$ cat src/rtl/audio_mix_dac.sv
`default_nettype none
// ============================================================================
//  Module      : audio_mix_dac
//  Description : Multi-channel audio mixer (channel mean) feeding a 1-bit
//                modulator, selectable between first-order delta-sigma and
//                counter-compare PWM. New levels and modes only take effect
//                at a modulator period boundary.
//  Revision    : 1.0 - initial release
// ============================================================================
module audio_mix_dac #(
   parameter int WIDTH    = 6,
   parameter int CHANNELS = 4
) (
   input  logic                        clk,
   input  logic                        rst,
   input  logic                        sample_valid,
   output logic                        sample_ready,
   input  logic [CHANNELS*WIDTH-1:0]   sample_data,
   input  logic [CHANNELS-1:0]         ch_enable,
   input  logic                        mode,
   output logic                        pwm
);

   localparam int LOG2C = $clog2(CHANNELS);
   localparam int c_SW  = WIDTH + LOG2C;
   localparam int c_IW  = (LOG2C > 0) ? LOG2C : 1;

   localparam logic [c_IW-1:0] c_LAST_IDX = c_IW'(CHANNELS - 1);

   localparam logic [1:0] c_IDLE   = 2'd0;
   localparam logic [1:0] c_ACCUM  = 2'd1;
   localparam logic [1:0] c_COMMIT = 2'd2;

   // Mixer state
   logic [1:0]                r_state;
   logic                      r_ready;
   logic [CHANNELS*WIDTH-1:0] r_held_data;
   logic [CHANNELS-1:0]       r_held_en;
   logic [c_IW-1:0]           r_idx;
   logic [c_SW-1:0]           r_sum;
   logic [WIDTH-1:0]          r_level_pend;

   // Modulator state
   logic [WIDTH-1:0]          r_cnt;
   logic [WIDTH-1:0]          r_level_act;
   logic                      r_active_mode;
   logic [WIDTH-1:0]          r_accum;
   logic                      r_pwm;

   logic [WIDTH-1:0]          w_sample;
   logic [WIDTH:0]            w_ds_next;
   logic                      w_xfer;
   logic                      w_cnt_max;

   assign w_xfer       = sample_valid & r_ready;
   assign w_cnt_max    = (r_cnt == {WIDTH{1'b1}});
   assign sample_ready = r_ready;
   assign pwm          = r_pwm;

   // Contribution of the channel currently being accumulated (zero when gated off)
   always_comb begin
      w_sample = '0;
      if (r_held_en[r_idx])
         w_sample = r_held_data[r_idx*WIDTH +: WIDTH];
   end

   // Delta-sigma step; the carry out is the modulator output bit
   assign w_ds_next = {1'b0, r_accum} + {1'b0, r_level_act};

   // Low sum bits are discarded by the mean; they only feed this sink
   generate
      if (LOG2C > 0) begin : g_sum_lsb
         logic w_unused_lsb;
         assign w_unused_lsb = ^r_sum[c_IW-1:0];
      end
   endgenerate

   // Mixer FSM: capture a sample set, sum the enabled channels, commit the mean
   always_ff @(posedge clk) begin
      if (rst) begin
         r_state      <= c_IDLE;
         r_ready      <= 1'b1;
         r_held_data  <= '0;
         r_held_en    <= '0;
         r_idx        <= '0;
         r_sum        <= '0;
         r_level_pend <= '0;
      end else begin
         case (r_state)
            c_IDLE: begin
               if (w_xfer) begin
                  r_held_data <= sample_data;
                  r_held_en   <= ch_enable;
                  r_idx       <= '0;
                  r_sum       <= '0;
                  r_ready     <= 1'b0;
                  r_state     <= c_ACCUM;
               end
            end
            c_ACCUM: begin
               r_sum <= r_sum + c_SW'(w_sample);
               r_idx <= r_idx + 1'b1;
               if (r_idx == c_LAST_IDX)
                  r_state <= c_COMMIT;
            end
            c_COMMIT: begin
               r_level_pend <= r_sum[c_SW-1:LOG2C];
               r_ready      <= 1'b1;
               r_state      <= c_IDLE;
            end
            default: begin
               r_state <= c_IDLE;
               r_ready <= 1'b1;
            end
         endcase
      end
   end

   // Modulator: free-running period counter, boundary-synchronous level/mode
   // load, and the 1-bit output in the currently active mode
   always_ff @(posedge clk) begin
      if (rst) begin
         r_cnt         <= '0;
         r_level_act   <= '0;
         r_active_mode <= 1'b0;
         r_accum       <= '0;
         r_pwm         <= 1'b0;
      end else begin
         r_cnt <= r_cnt + 1'b1;

         if (w_cnt_max) begin
            r_level_act   <= r_level_pend;
            r_active_mode <= mode;
         end

         if (r_active_mode)
            r_pwm <= (r_cnt < r_level_act);
         else
            r_pwm <= w_ds_next[WIDTH];

         // The accumulator restarts whenever the active mode flips, so the
         // delta-sigma phase is deterministic after a mode change
         if (w_cnt_max && (mode != r_active_mode))
            r_accum <= '0;
         else if (!r_active_mode)
            r_accum <= w_ds_next[WIDTH-1:0];
      end
   end

endmodule
`default_nettype wire

$ cat config.mk
export PLATFORM = sky130hd
export DESIGN_NAME = audio_mix_dac
export DESIGN_NICKNAME = d
export VERILOG_FILES = /design/src/rtl/audio_mix_dac.sv
export SDC_FILE = /design/constraint.sdc
export NUM_CORES = 1
export LEC_CHECK = 0
export CORE_ASPECT_RATIO = 0.5
export CORE_MARGIN = 4
export CORE_UTILIZATION = 51
export CTS_BUF_LIST = sky130_fd_sc_hd__clkbuf_4 sky130_fd_sc_hd__clkbuf_8 sky130_fd_sc_hd__clkbuf_16
export CTS_CLUSTER_SIZE = 16
export DETAILED_ROUTE_END_ITERATION = 8
export PLACE_DENSITY = 0.85
export SKIP_CTS_REPAIR_TIMING = 1
export SYNTH_ARGS = -nofsm -noshare
export SYNTH_HDL_FRONTEND = slang
export SYNTH_SLANG_ARGS = --single-unit
$ cat constraint.sdc
create_clock -name clk -period 2.95 [get_ports clk]
set_clock_uncertainty 0.1 [all_clocks]
set_input_delay 0.4425 -clock clk [delete_from_list [all_inputs] [get_ports clk]]
set_output_delay 0.4425 -clock clk [all_outputs]
set_load 0.01 [all_outputs]
# After elaboration in Yosys (flattened, before gate mapping)
# Cells that the tools add are included.
# classes
add_sub_neg	4
n_mul	1
order_cmp	2
eq_ne	7
shifts	1
n_mux	13
bitwise	2
n_reduce_logical	8
# op_table
op	n
$shiftx A24 B6 Y6	1
$pmux W8 S2	1
$add A8 B6 Y8	1
$mux W8	1
$pmux W2 S2	2
$reduce_and A2 Y1	4
$add A6 B6 Y7	1
$add A6 B1 Y6 const B	1
$eq A6 B6 Y1 const B	1
$lt A6 B6 Y1	1
$mux W2	3
$mux W6	1
$eq A2 B2 Y1 const B	2
$mul A2 B2 Y4 const B	1
$ne A2 B2 Y1 const B	2
$lt A2 B3 Y1 const B	1
$mux W1	3
$add A2 B1 Y2 const B	1
$bmux W1 S2	1
$eq A2 B1 Y1 const B	1
$logic_not A2 Y1	1
$pmux W1 S2	1
$reduce_bool A2 Y1	1
$reduce_or A2 Y1	1
4 further kinds	4
# word_totals
register_bits	67
in_bits	32
output_inout_bits	2
wordCells	50

# Logic depth before layout (Yosys ltp)
# Gate-level depths: netlist of run 1.
# depth
depth_word	5
ltp_mapped	10

# Worst setup path after synthesis of run 1
# OpenSTA, ideal clock, no wires.
# synth_path
path_type	register -> register
from	register r_idx[0]
to	register r_sum[6]
setup_time_ns	0.065
arrival_time_ns	2.667
required_time_ns	2.785
setup_slack_ns	0.118
stages_incl_launch_ff	11
period_less_slack_ns	2.832
path_cell_list	dfxtp_1 buf_2 mux4_2 and2_1 ha_1 fa_1 a211oi_1 o21ai_0 o211ai_1 mux2_2 nor2_1
# synth_between
elab_chain_cells	5
elab_cells_between_ends	7
classes_between	1 x add/sub; 1 x mul; 1 x shift; 4 x mux
# synth_lines
element	line_no	source
start, declared	39	logic [c_IW-1:0] r_idx;
start signal, assigned	102	r_idx <= r_idx + 1'b1;
$mul A2 B2 Y4 or $bmux W1 S2 (tied branches)	64, 63	
$shiftx A24 B6 Y6 or $mux W1 (tied branches)	64, 63	
$mux W6 *	63	if (r_held_en[r_idx])
$add A8 B6 Y8 *	101	r_sum <= r_sum + c_SW'(w_sample);
$pmux W8 S2 *	89	case (r_state)
end signal, assigned	101	
end, declared	40	logic [c_SW-1:0] r_sum;
# Every way passes the cells marked *; elsewhere a longest branch is shown, timed or not. The select of a mux whose other input is x is not followed.
# A chain may end at the register's enable or synchronous reset.

# Worst setup path in the final report of run 1
# Same ends and word-level chain as after synthesis.

==> metrics.md, run 1 <==
| Metric | Value |
|---|---|
| TritonCTS Buffers | `9` |
| Die Y | `64.0 um` |
| H-Tree Level Count | `3` |
| First-pass GRT wire length | `between 10000 and 15000 um` |
| Max Slew Vio Count | `0` |
| Die X-Extent | `between 100 and 150 um` |
| Rel. slew slack | `47.9%` |
| First-pass detailed-route iteration total | `4` |
| Share of the clock period used by the worst path | `a little over nine tenths` |
| Status | `finished clean` |
| Switching Fraction | `20.7%` |
| Syn avg cell area | `between 8 and 9 um2` |
| Post-synth EDFFs | `0` |
| Asr flop ratio synth | `0%` |
| Mapped Nets | `around 420` |
| Via density | `around 5.3` |
| Synthesis Warnings | `0` |
| Peak supply drop | `0.000272 V` |
| Register area share after synthesis | `roughly two fifths` |
| Core Util, Final | `between 60% and 70%` |
| Min Clock Period, post-route | `between 2 and 3 ns` |
| Power Dens Cells | `626 mW/mm2` |
| Tightest Hold Check Type | `register to register` |
| Final #Nets | `446` |
| Grt ovf | `0` |
| Post-synth top flop | `dfxtp_1` |
| Antenna violations before repair | `0` |
| Clock Path Buffers | `2` |
| Vias | `2553` |
| Gpl congestion | `~0.84` |
| WS Path Type | `register to register` |
| Fraction of layout cells with a size suffix above 1 | `approximately a tenth` |
| Combinational power share | `~8.0%` |
| Row Count | `20` |
| Finished Layout Cells | `~490` |
| TritonCTS clock tree | `built` |
| CP Capture Type | `register` |
| Setup crit start kind | `register` |
| Final Hold Vio Count | `0` |
| Slowest cell delay on critical path | `around 0.56 ns` |
| Synthesized cell area | `approximately 0.0032 mm2` |
| Root Buffer | `clkbuf_16` |
| Sw Pwr | `approximately 0.52 mW` |
| Vias in the first global route | `approximately 2400` |
| Area grow syn2layout | `24.4%` |
| Clk pin slew, worst setup/hold paths | `roughly 0.05 ns` |
| Leak Pwr | `1.59 nW` |
| Fmax | `~360 MHz` |
| Cell Chain, Critical Path | `mux4_2 > and2_1 > ha_1 > fa_1 > a211oi_1 > o21ai_0 > o211ai_1 > mux2_2 > nor2_1` |
| Cells after DPL | `470` |
| Starting DRT DRC Count | `approximately 130` |
| Die area | `0.00768 mm2` |
| Cell count after synthesis | `roughly 360` |
| Flop-to-flop setup slack | `~0.15 ns` |
| Clock power frac | `between 50% and 60%` |
| Gr usage total | `a little under a fifth` |
| Clock sinks | `67` |
| Antenna fix cells | `0` |
| Routed WL | `roughly 6500 um` |
| Max Fanout on Critical Path | `6` |
| Slew @ Worst Pin | `approximately 0.8 ns` |
| Final ANT Viol Nets | `0` |
| Critical Path RT | `3.11 ns` |
| Largest net degree at the start of global routing | `44` |
| Reg power frac | `between 30% and 40%` |
| # setup viols final | `0` |
| Max-cap violations | `0` |
| Initial Utilization | `52.6%` |
| Total I/O pin count | `34` |
| Library cells used by synthesis | `40` |
| RSZ-0062 raised after global routing | `no` |
| Worst-Skew Late Latency | `around 0.33 ns` |
| Int Power | `approximately 2 mW` |
| Sum Neg Setup Slack | `0 ns` |
| WL per Instance | `between 10 and 15 um` |
| DRC viols | `0` |
| Crit path DAT | `between 2 and 3 ns` |
| I/O Buffers | `33` |
| Core area | `between 0.006 and 0.007 mm2` |
| #FFs+latches synth | `67` |
| HPWL Detailed | `approximately 4300 um` |
| Slowest CP cell | `mux4_2` |
==> cell usage after synthesis, types with 3 or more instances <==
library cell / instances / area share (%)
mux4_2: 7 / 4.9
xor2_1: 4 / 1.1
clkbuf_1: 12 / 1.4
nor3_1: 5 / 0.78
nand2b_1: 3 / 0.59
mux2i_1: 14 / 4.4
o21a_1: 3 / 0.70
dfxtp_1: 67 / 42
a21o_1: 4 / 0.94
nor2_1: 34 / 4.0
a21oi_1: 44 / 6.9
nor2b_1: 5 / 0.98
xnor2_1: 3 / 0.82
nand3_1: 7 / 1.1
o21bai_1: 3 / 0.70
ha_1: 19 / 7.4
buf_2: 6 / 0.94
o211ai_1: 3 / 0.70
and2_1: 6 / 1.2
o21ai_0: 11 / 1.7
inv_1: 9 / 1.1
a211oi_1: 4 / 0.94
nand2_1: 68 / 8.0
==> worst max-delay path, delay by kind of cell, from the launching register on <==
family | cells | cell delay (ns)
AO/OA/AOI/OAI | 3 | 0.42
adder cells (fa/ha/maj) | 2 | 0.65
flip-flops | 1 | 0.38
multiplexers | 2 | 0.92
AND/OR/NAND/NOR | 2 | 0.24
==> state kept, by name, indices dropped and copies added (netlist names), 2 cells and up <==
register,flops
r_held_data,24
r_sum,8
r_accum,6
r_cnt,6
r_level_act,6
r_level_pend,6
r_held_en,4
r_idx,2
r_state,2
==> stage by stage <==
stage	instance area [um2]	setup WS [ns]	power (mW)	hold WS, ns
2_1_floorplan	3200	0.118	1.10	0.326
3_3_place_gp	3600	0.150	1.18	0.340
3_5_place_dp	3600	0.124	1.18	0.346
4_1_cts	3980	0.0863	2.51	0.354
5_1_grt	3980	0.0547	2.57	0.382
6_report	3980	0.154	2.49	0.354
==> per-layer routing <==
| metal | vias up | part of all wire, % | global-route usage, % |
|---|---|---|---|
| li1 | 1307 | - | - |
| met2 | 44 | 48 | 30.7 |
| met1 | 1190 | 46 | 22.8 |
| met5 | - | 0 | 0 |
| met4 | 0 | 1.5 | 7.56 |
| met3 | 12 | 4.1 | 4.95 |
==> worst paths after layout <==
path                     endpoint             from  depth (start not counted)
setup / recovery         r_sum[6]         r_idx[0]                          9
hold / removal    r_held_data[21]  r_held_data[21]                          2
setup reg to reg         r_sum[6]         r_idx[0]                          9
hold reg to reg   r_held_data[21]  r_held_data[21]                          2
==> cell families (layout without fill, tap and decap cells) <==
| kind of cell | Yosys count | count (layout) | share of synthesized area [%] |
|---|---|---|---|
| DFF | 67 | 67 | 41.9 |
| buffers and inverters | 28 | 64 | 3.83 |
| adders and majority gates | 21 | 21 | 8.69 |
| xor gates and xnor gates | 7 | 7 | 1.92 |
| muxes | 23 | 23 | 10.0 |
| and+or+nand+nor | 137 | 137 | 18.9 |
| AOI/OAI and AO/OA | 79 | 79 | 14.7 |
==> power by group through the flow <==
stage          clock (mW)  combinational [mW]  sequential, mW
6_report             1.33               0.199           0.965
5_1_grt              1.38               0.222           0.969
4_1_cts              1.34               0.200           0.965
3_5_place_dp            0               0.197           0.984
3_3_place_gp            0               0.194           0.982
2_1_floorplan           0               0.126           0.975
==> area by class of cell <==
class,instances,area (um2)
tap,88,110
inverter,9,33.8
timing repair buffer,39,383
multi-input combinational,267,1730
clock inverter,6,136
sequential,67,1340
clock buffer,10,239
fill,465,2100
==> cells in the final DEF, fill, tap and decap left out, types with 5 or more instances in the layout <==
cell and instances:
a21oi_1 44, and2_1 6, buf_4 5, clkbuf_16 9, clkdlybuf4s50_1 32, dfxtp_1 66
ha_1 19, inv_1 9, mux2i_1 14, mux4_2 7, nand2_1 68, nand3_1 7
nor2_1 34, nor2b_1 5, nor3_1 5, o21ai_0 10
Note: power is estimated with default switching activity, not from simulation.
==> inputs of run 2 (changes only) <==
--- a/config.mk
+++ b/config.mk
@@ -5,7 +5,6 @@
 export SDC_FILE = /design/constraint.sdc
 export NUM_CORES = 1
 export LEC_CHECK = 0
-export CORE_ASPECT_RATIO = 0.5
 export CORE_MARGIN = 4
 export CORE_UTILIZATION = 51
 export CTS_BUF_LIST = sky130_fd_sc_hd__clkbuf_4 sky130_fd_sc_hd__clkbuf_8 sky130_fd_sc_hd__clkbuf_16
@@ -13,6 +12,7 @@
 export DETAILED_ROUTE_END_ITERATION = 8
 export PLACE_DENSITY = 0.85
 export SKIP_CTS_REPAIR_TIMING = 1
+export SLEW_MARGIN = 5
 export SYNTH_ARGS = -nofsm -noshare
 export SYNTH_HDL_FRONTEND = slang
 export SYNTH_SLANG_ARGS = --single-unit
==> metrics.md, run 2 (synthesized netlist as in run 1, its figures left out) <==
| Metric | Value |
|---|---|
| Overall power | `between 1.5 and 2 mW` |
| Rel. slew slack | `50.9%` |
| First-pass detailed-route iteration total | `4` |
| Fraction of layout cells with a size suffix above 1 | `roughly a tenth` |
| Sum Neg Setup Slack | `0 ns` |
| Cells after DPL | `between 400 and 500` |
| Int Power | `between 1 and 1.5 mW` |
| Gr usage total | `18.3%` |
| Area grow syn2layout | `18.3%` |
| RSZ-0062 raised after global routing | `no` |
| HPWL Detailed | `roughly 4700 um` |
| Largest register FFs | `24` |
| Grt ovf | `0` |
| First-pass GRT wire length | `around 11000 um` |
| Sw Pwr | `around 0.45 mW` |
| Reg2reg end | `r_sum[6]` |
| Final #Nets | `between 400 and 500` |
| Slowest CP cell | `mux4_2` |
| WS Path Type | `register to register` |
| Clock sinks | `67` |
| Top Registers | `r_held_data: 24 flops, r_sum: 8 flops` |
| WL per Instance | `13.6 um` |
| Endpoint, Worst Hold | `r_held_data[16]` |
| Die area | `roughly 0.0076 mm2` |
| Leak Pwr | `between 1.5 and 2 nW` |
| Routed WL | `~6500 um` |
| Antenna violations before repair | `0` |
| Most frequent cells in the layout | `68 x nand2_1, 66 x dfxtp_1, 44 x a21oi_1, 34 x nor2_1, 32 x clkdlybuf4s50_1` |
| Final ANT Viol Nets | `0` |
| Max Slew Vio Count | `0` |
| Crit path DAT | `roughly 3.0 ns` |
| WHS Path Cells | `2` |
| Finished Layout Cells | `between 400 and 500` |
| DRC viols | `0` |
| Largest net degree at the start of global routing | `36` |
| Fillers | `a little under 500` |
| Critical Path RT | `3.13 ns` |
| Final Hold Vio Count | `0` |
| TritonCTS Buffers | `9` |
| Clock Path Buffers | `2` |
| Vias in the first global route | `approximately 2600` |
| Vias | `roughly 2600` |
| Slowest cell delay on critical path | `0.55 ns` |
| Cell Chain, Critical Path | `mux4_2 > and2_1 > ha_1 > fa_1 > a211oi_2 > o21ai_0 > o211ai_1 > mux2_2 > nor2_1` |
| Most common cell after layout, fill and taps aside | `nand2_1` |
| Initial Utilization | `53.4%` |
| Clk pin slew, worst setup/hold paths | `about 0.070 ns` |
| Gpl congestion | `between 0.8 and 0.9` |
| I/O Buffers | `33` |
| # setup viols final | `0` |
| Setup crit start kind | `register` |
| Slew @ Worst Pin | `0.735 ns` |
| Clock power frac | `around two fifths` |
| Root Buffer | `clkbuf_8` |
| H-Tree Level Count | `3` |
| Status | `finished clean` |
| WHS | `0.360 ns` |
| Fmax | `356 MHz` |
| Crit path max-delay family | `multiplexers` |
| Buf/Inv on CP | `0` |
| Worst r2r src | `r_idx[0]` |
| TritonCTS clock tree | `built` |
| Row Count | `28` |
| Via density | `approximately 5.5` |
| Min Clock Period, post-route | `around 2.8 ns` |
| Reg power frac | `roughly half` |
| Max Fanout on Critical Path | `6` |
| Power Dens Cells | `between 500 and 600 mW/mm2` |
| Die X-Extent | `87.2 um` |
| Peak supply drop | `about 0.00032 V` |
| Core area | `~0.006 mm2` |
| Starting DRT DRC Count | `94` |
| Die Y | `slightly below 90 um` |
| Total I/O pin count | `34` |
| Biggest register | `r_held_data` |
| Combinational power share | `about a tenth` |
| Max-cap violations | `0` |
| Share of the clock period used by the worst path | `around 95%` |
| Antenna fix cells | `0` |
| Hold Startpoint | `r_held_data[16]` |
| Worst-Skew Late Latency | `approximately 0.34 ns` |
| CP Capture Type | `register` |
| R2R cell count | `9` |
| Flop-to-flop setup slack | `0.14 ns` |
| Switching Fraction | `between 20% and 30%` |
| Tightest Hold Check Type | `register to register` |
run 2: changes by cell type in the layout (fill, tap and decap cells not counted):
cell	delta
a211oi_1	-2
bufinv_16	-3
buf_12	-1
clkinv_2	+3
clkinv_4	-1
clkbuf_4	+1
o21ai_0	+1
buf_4	+1
clkbuf_16	-9
a211oi_2	+2
clkbuf_8	+9
o21ai_1	-1
run 2: per-layer routing:
layer	GRT usage [%]	wire length [um]
met1	19.9	2700
met2	32.4	3270
met3	4.35	295
met4	10.2	189
met5	0	0
run 2: area by class of cell:
cell class                 instances  area, um2  area share, %
clock buffer                      11        145           3.84
sequential                        67       1340           35.5
multi-input combinational        267       1740           46.1
clock inverter                     5       52.6           1.39
inverter                           9       33.8          0.893
timing repair buffer              39        370           9.79
tap                               75       93.8           2.48
run 2: per-stage QoR:
step | instance area, um2 | util, % | setup slack (ns)
2_1_floorplan | 3200 | - | 0.118
3_3_place_gp | 3570 | 59.6 | 0.215
3_5_place_dp | 3570 | 59.6 | 0.102
4_1_cts | 3770 | 62.9 | 0.0864
5_1_grt | 3780 | 63.1 | 0.0307
6_report | 3780 | 63.1 | 0.144
run 2: worst max path at each step:
stage               startpoint        to  slack (ns)  cells past startpoint
CTS                   r_idx[0]  r_sum[6]        0.09                      9
finish                r_idx[0]  r_sum[6]        0.14                      9
global route          r_idx[0]  r_sum[6]        0.03                      9
global placement      r_idx[0]  r_sum[6]        0.22                      9
floorplan             r_idx[0]  r_sum[6]        0.12                     10
detailed placement    r_idx[0]  r_sum[6]        0.10                      9
run 2: power groups by stage:
| stage | registers (mW) | clock network, mW | logic [mW] |
|---|---|---|---|
| final | 0.964 | 0.752 | 0.194 |
| after detailed placement | 0.984 | 0 | 0.194 |
| after global routing | 0.968 | 0.806 | 0.217 |
| after global placement | 0.982 | 0 | 0.189 |
| after CTS | 0.963 | 0.769 | 0.196 |
| after floorplan | 0.975 | 0 | 0.126 |
run 2: tightest hold or removal path, delay by kind of cell, from the launching register on:
kind | cells | cell delay [ns]
compound gates | 1 | 0.05
flops | 1 | 0.31
simple gates | 1 | 0.05
==> inputs of run 3 (changes only) <==
==> config.mk (replaced) <==
export PLATFORM = sky130hd
export DESIGN_NAME = audio_mix_dac
export DESIGN_NICKNAME = d
export VERILOG_FILES = /design/src/rtl/audio_mix_dac.sv
export SDC_FILE = /design/constraint.sdc
export NUM_CORES = 1
export LEC_CHECK = 0
export CAP_MARGIN = 20
export CORE_MARGIN = 4
export CORE_UTILIZATION = 53
export CTS_BUF_LIST = sky130_fd_sc_hd__clkbuf_2
export CTS_CLUSTER_SIZE = 16
export DETAILED_ROUTE_END_ITERATION = 8
export PLACE_DENSITY = 0.87
export SKIP_CTS_REPAIR_TIMING = 1
export SLEW_MARGIN = 5
export SYNTH_ARGS = -nofsm -noshare
export SYNTH_HDL_FRONTEND = slang
export SYNTH_SLANG_ARGS = --single-unit
export TNS_END_PERCENT = 30
==> metrics.md, run 3 (synthesized netlist as in run 1, its figures left out) <==
| Metric | Value |
|---|---|
| Crit path DAT | `between 3 and 4 ns` |
| Die area | `between 0.007 and 0.008 mm2` |
| Core area | `~0.0059 mm2` |
| Clock sinks | `67` |
| R2R cell count | `9` |
| Crit path max-delay family | `multiplexers` |
| Cell Chain, Critical Path | `mux4_2 > and2_1 > ha_1 > fa_1 > a211oi_2 > o21ai_0 > o211ai_1 > mux2_2 > nor2_1` |
| Max Slew Vio Count | `0` |
| Cells after DPL | `457` |
| Antenna fix cells | `0` |
| Reg2reg end | `r_sum[6]` |
| Fmax | `around 350 MHz` |
| Buf/Inv on CP | `0` |
| Max-cap violations | `0` |
| Final ANT Viol Nets | `0` |
| DRC viols | `0` |
| Tightest Hold Check Type | `primary input to register` |
| Pre-CTS WS | `a little under 0.03 ns` |
| Vias in the first global route | `2532` |
| # setup viols final | `0` |
| WHS Path Cells | `2` |
| Die X-Extent | `about 86 um` |
| Share of the clock period used by the worst path | `95.7%` |
| HPWL Detailed | `between 4000 and 5000 um` |
| Most frequent cells in the layout | `68 x nand2_1, 66 x dfxtp_1, 44 x a21oi_1, 34 x nor2_1, 32 x clkdlybuf4s50_1` |
| Starting DRT DRC Count | `between 100 and 150` |
| WS Path Type | `register to register` |
| Slowest CP cell | `mux4_2` |
| Vias | `about 2600` |
| Slew @ Worst Pin | `between 0.7 and 0.8 ns` |
| Max Fanout on Critical Path | `6` |
| Area grow syn2layout | `14.8%` |
| Peak supply drop | `between 0.0002 and 0.0003 V` |
| Biggest register | `r_held_data` |
| Gpl congestion | `0.842` |
| Clk pin slew, worst setup/hold paths | `~0.17 ns` |
| I/O Buffers | `33` |
| Die Y | `~86 um` |
| First-pass detailed-route iteration total | `4` |
| Final #Nets | `about 450` |
| Endpoint, Worst Hold | `r_level_pend[5]` |
| Initial Utilization | `between 50% and 60%` |
| Total I/O pin count | `34` |
| TritonCTS clock tree | `built` |
| Largest net degree at the start of global routing | `39` |
| Fraction of layout cells with a size suffix above 1 | `9.55%` |
| Sum Neg Setup Slack | `0 ns` |
| Row Count | `28` |
| Finished Layout Cells | `roughly 470` |
| Final WS setup | `0.128 ns` |
| Via density | `5.50` |
| Final Hold Vio Count | `0` |
| Status | `finished clean` |
| Setup crit start kind | `register` |
| Flop-to-flop setup slack | `0.13 ns` |
| Worst r2r src | `r_idx[0]` |
| First-pass GRT wire length | `approximately 11000 um` |
| Clock Path Buffers | `2` |
| Gr usage total | `between 10% and 20%` |
| RSZ-0062 raised after global routing | `no` |
| Slowest cell delay on critical path | `around 0.55 ns` |
| Antenna violations before repair | `0` |
| Top Registers | `r_held_data: 24 flops, r_sum: 8 flops` |
| Leak Pwr | `between 1 and 1.5 nW` |
| Largest register FFs | `24` |
| Most common cell after layout, fill and taps aside | `nand2_1` |
| Rel. slew slack | `53.1%` |
| Root Buffer | `clkbuf_2` |
| Power Dens Cells | `between 400 and 500 mW/mm2` |
| Min Clock Period, post-route | `2.82 ns` |
| Grt ovf | `0` |
| Worst-Skew Late Latency | `0.48 ns` |
| Fillers | `505` |
| CP Capture Type | `register` |
| Routed WL | `6170 um` |
| Hold Startpoint | `rst` |
| TritonCTS Buffers | `9` |
| Critical Path RT | `3.29 ns` |
| H-Tree Level Count | `3` |
| WL per Instance | `~13 um` |
==> run 3: cell type report <==
class	instances	area [um2]	share of cell area (%)
Sequential cell	67	1350	36.6
Multi-Input combinational cell	267	1740	47.4
Clock buffer	12	60.1	1.64
Timing Repair Buffer	39	383	10.4
Clock inverter	4	17.5	0.477
Inverter	9	33.8	0.920
Tap cell	75	93.8	2.56
==> run 3: worst max path at each step <==
stage / start / slack [ns] / cells after the start / end
finish: r_idx[0] / 0.13 / 9 / r_sum[6]
global route: r_idx[0] / 0.007 / 9 / r_sum[6]
CTS: r_idx[0] / -0.02 / 9 / r_sum[6]
detailed placement: r_idx[0] / 0.03 / 9 / r_sum[6]
global placement: r_idx[0] / 0.17 / 9 / r_sum[6]
floorplan: r_idx[0] / 0.12 / 10 / r_sum[6]
==> run 3: through the flow <==
| step | hold WS (ns) | util (%) | cell area [um2] | power (mW) |
|---|---|---|---|---|
| 2_1_floorplan | 0.326 | - | 3200 | 1.10 |
| 3_3_place_gp | 0.339 | 60.9 | 3590 | 1.17 |
| 3_5_place_dp | 0.348 | 60.9 | 3590 | 1.18 |
| 4_1_cts | 0.343 | 62.2 | 3660 | 1.59 |
| 5_1_grt | 0.326 | 62.4 | 3670 | 1.66 |
| 6_report | 0.361 | 62.4 | 3670 | 1.57 |
==> run 3: per-layer routing <==
metal | track usage (%) | wire length [um] | vias to the layer above
li1 | - | - | 1308
met2 | 31.2 | 3060 | 64
met4 | 9.21 | 132 | 0
met5 | 0 | 0 | -
met1 | 20.1 | 2660 | 1216
met3 | 5.28 | 318 | 15
==> run 3: report_power, final <==
group / leakage [nW] / total, mW / switching (mW) / internal (mW)
combinational: 0.869 / 0.195 / 0.0961 / 0.0989
sequential: 0.545 / 0.964 / 0.0229 / 0.941
clock: 0.0608 / 0.411 / 0.298 / 0.114
total: 1.47 / 1.57 / 0.416 / 1.15
==> run 3: worst reg2reg max path, stage by stage (launching register included) <==
cell and delay, ns:
dfxtp_4 0.40, mux4_2 0.55, and2_1 0.17, ha_1 0.21, fa_1 0.44, a211oi_2 0.20
o21ai_0 0.14, o211ai_1 0.12, mux2_2 0.37, nor2_1 0.08
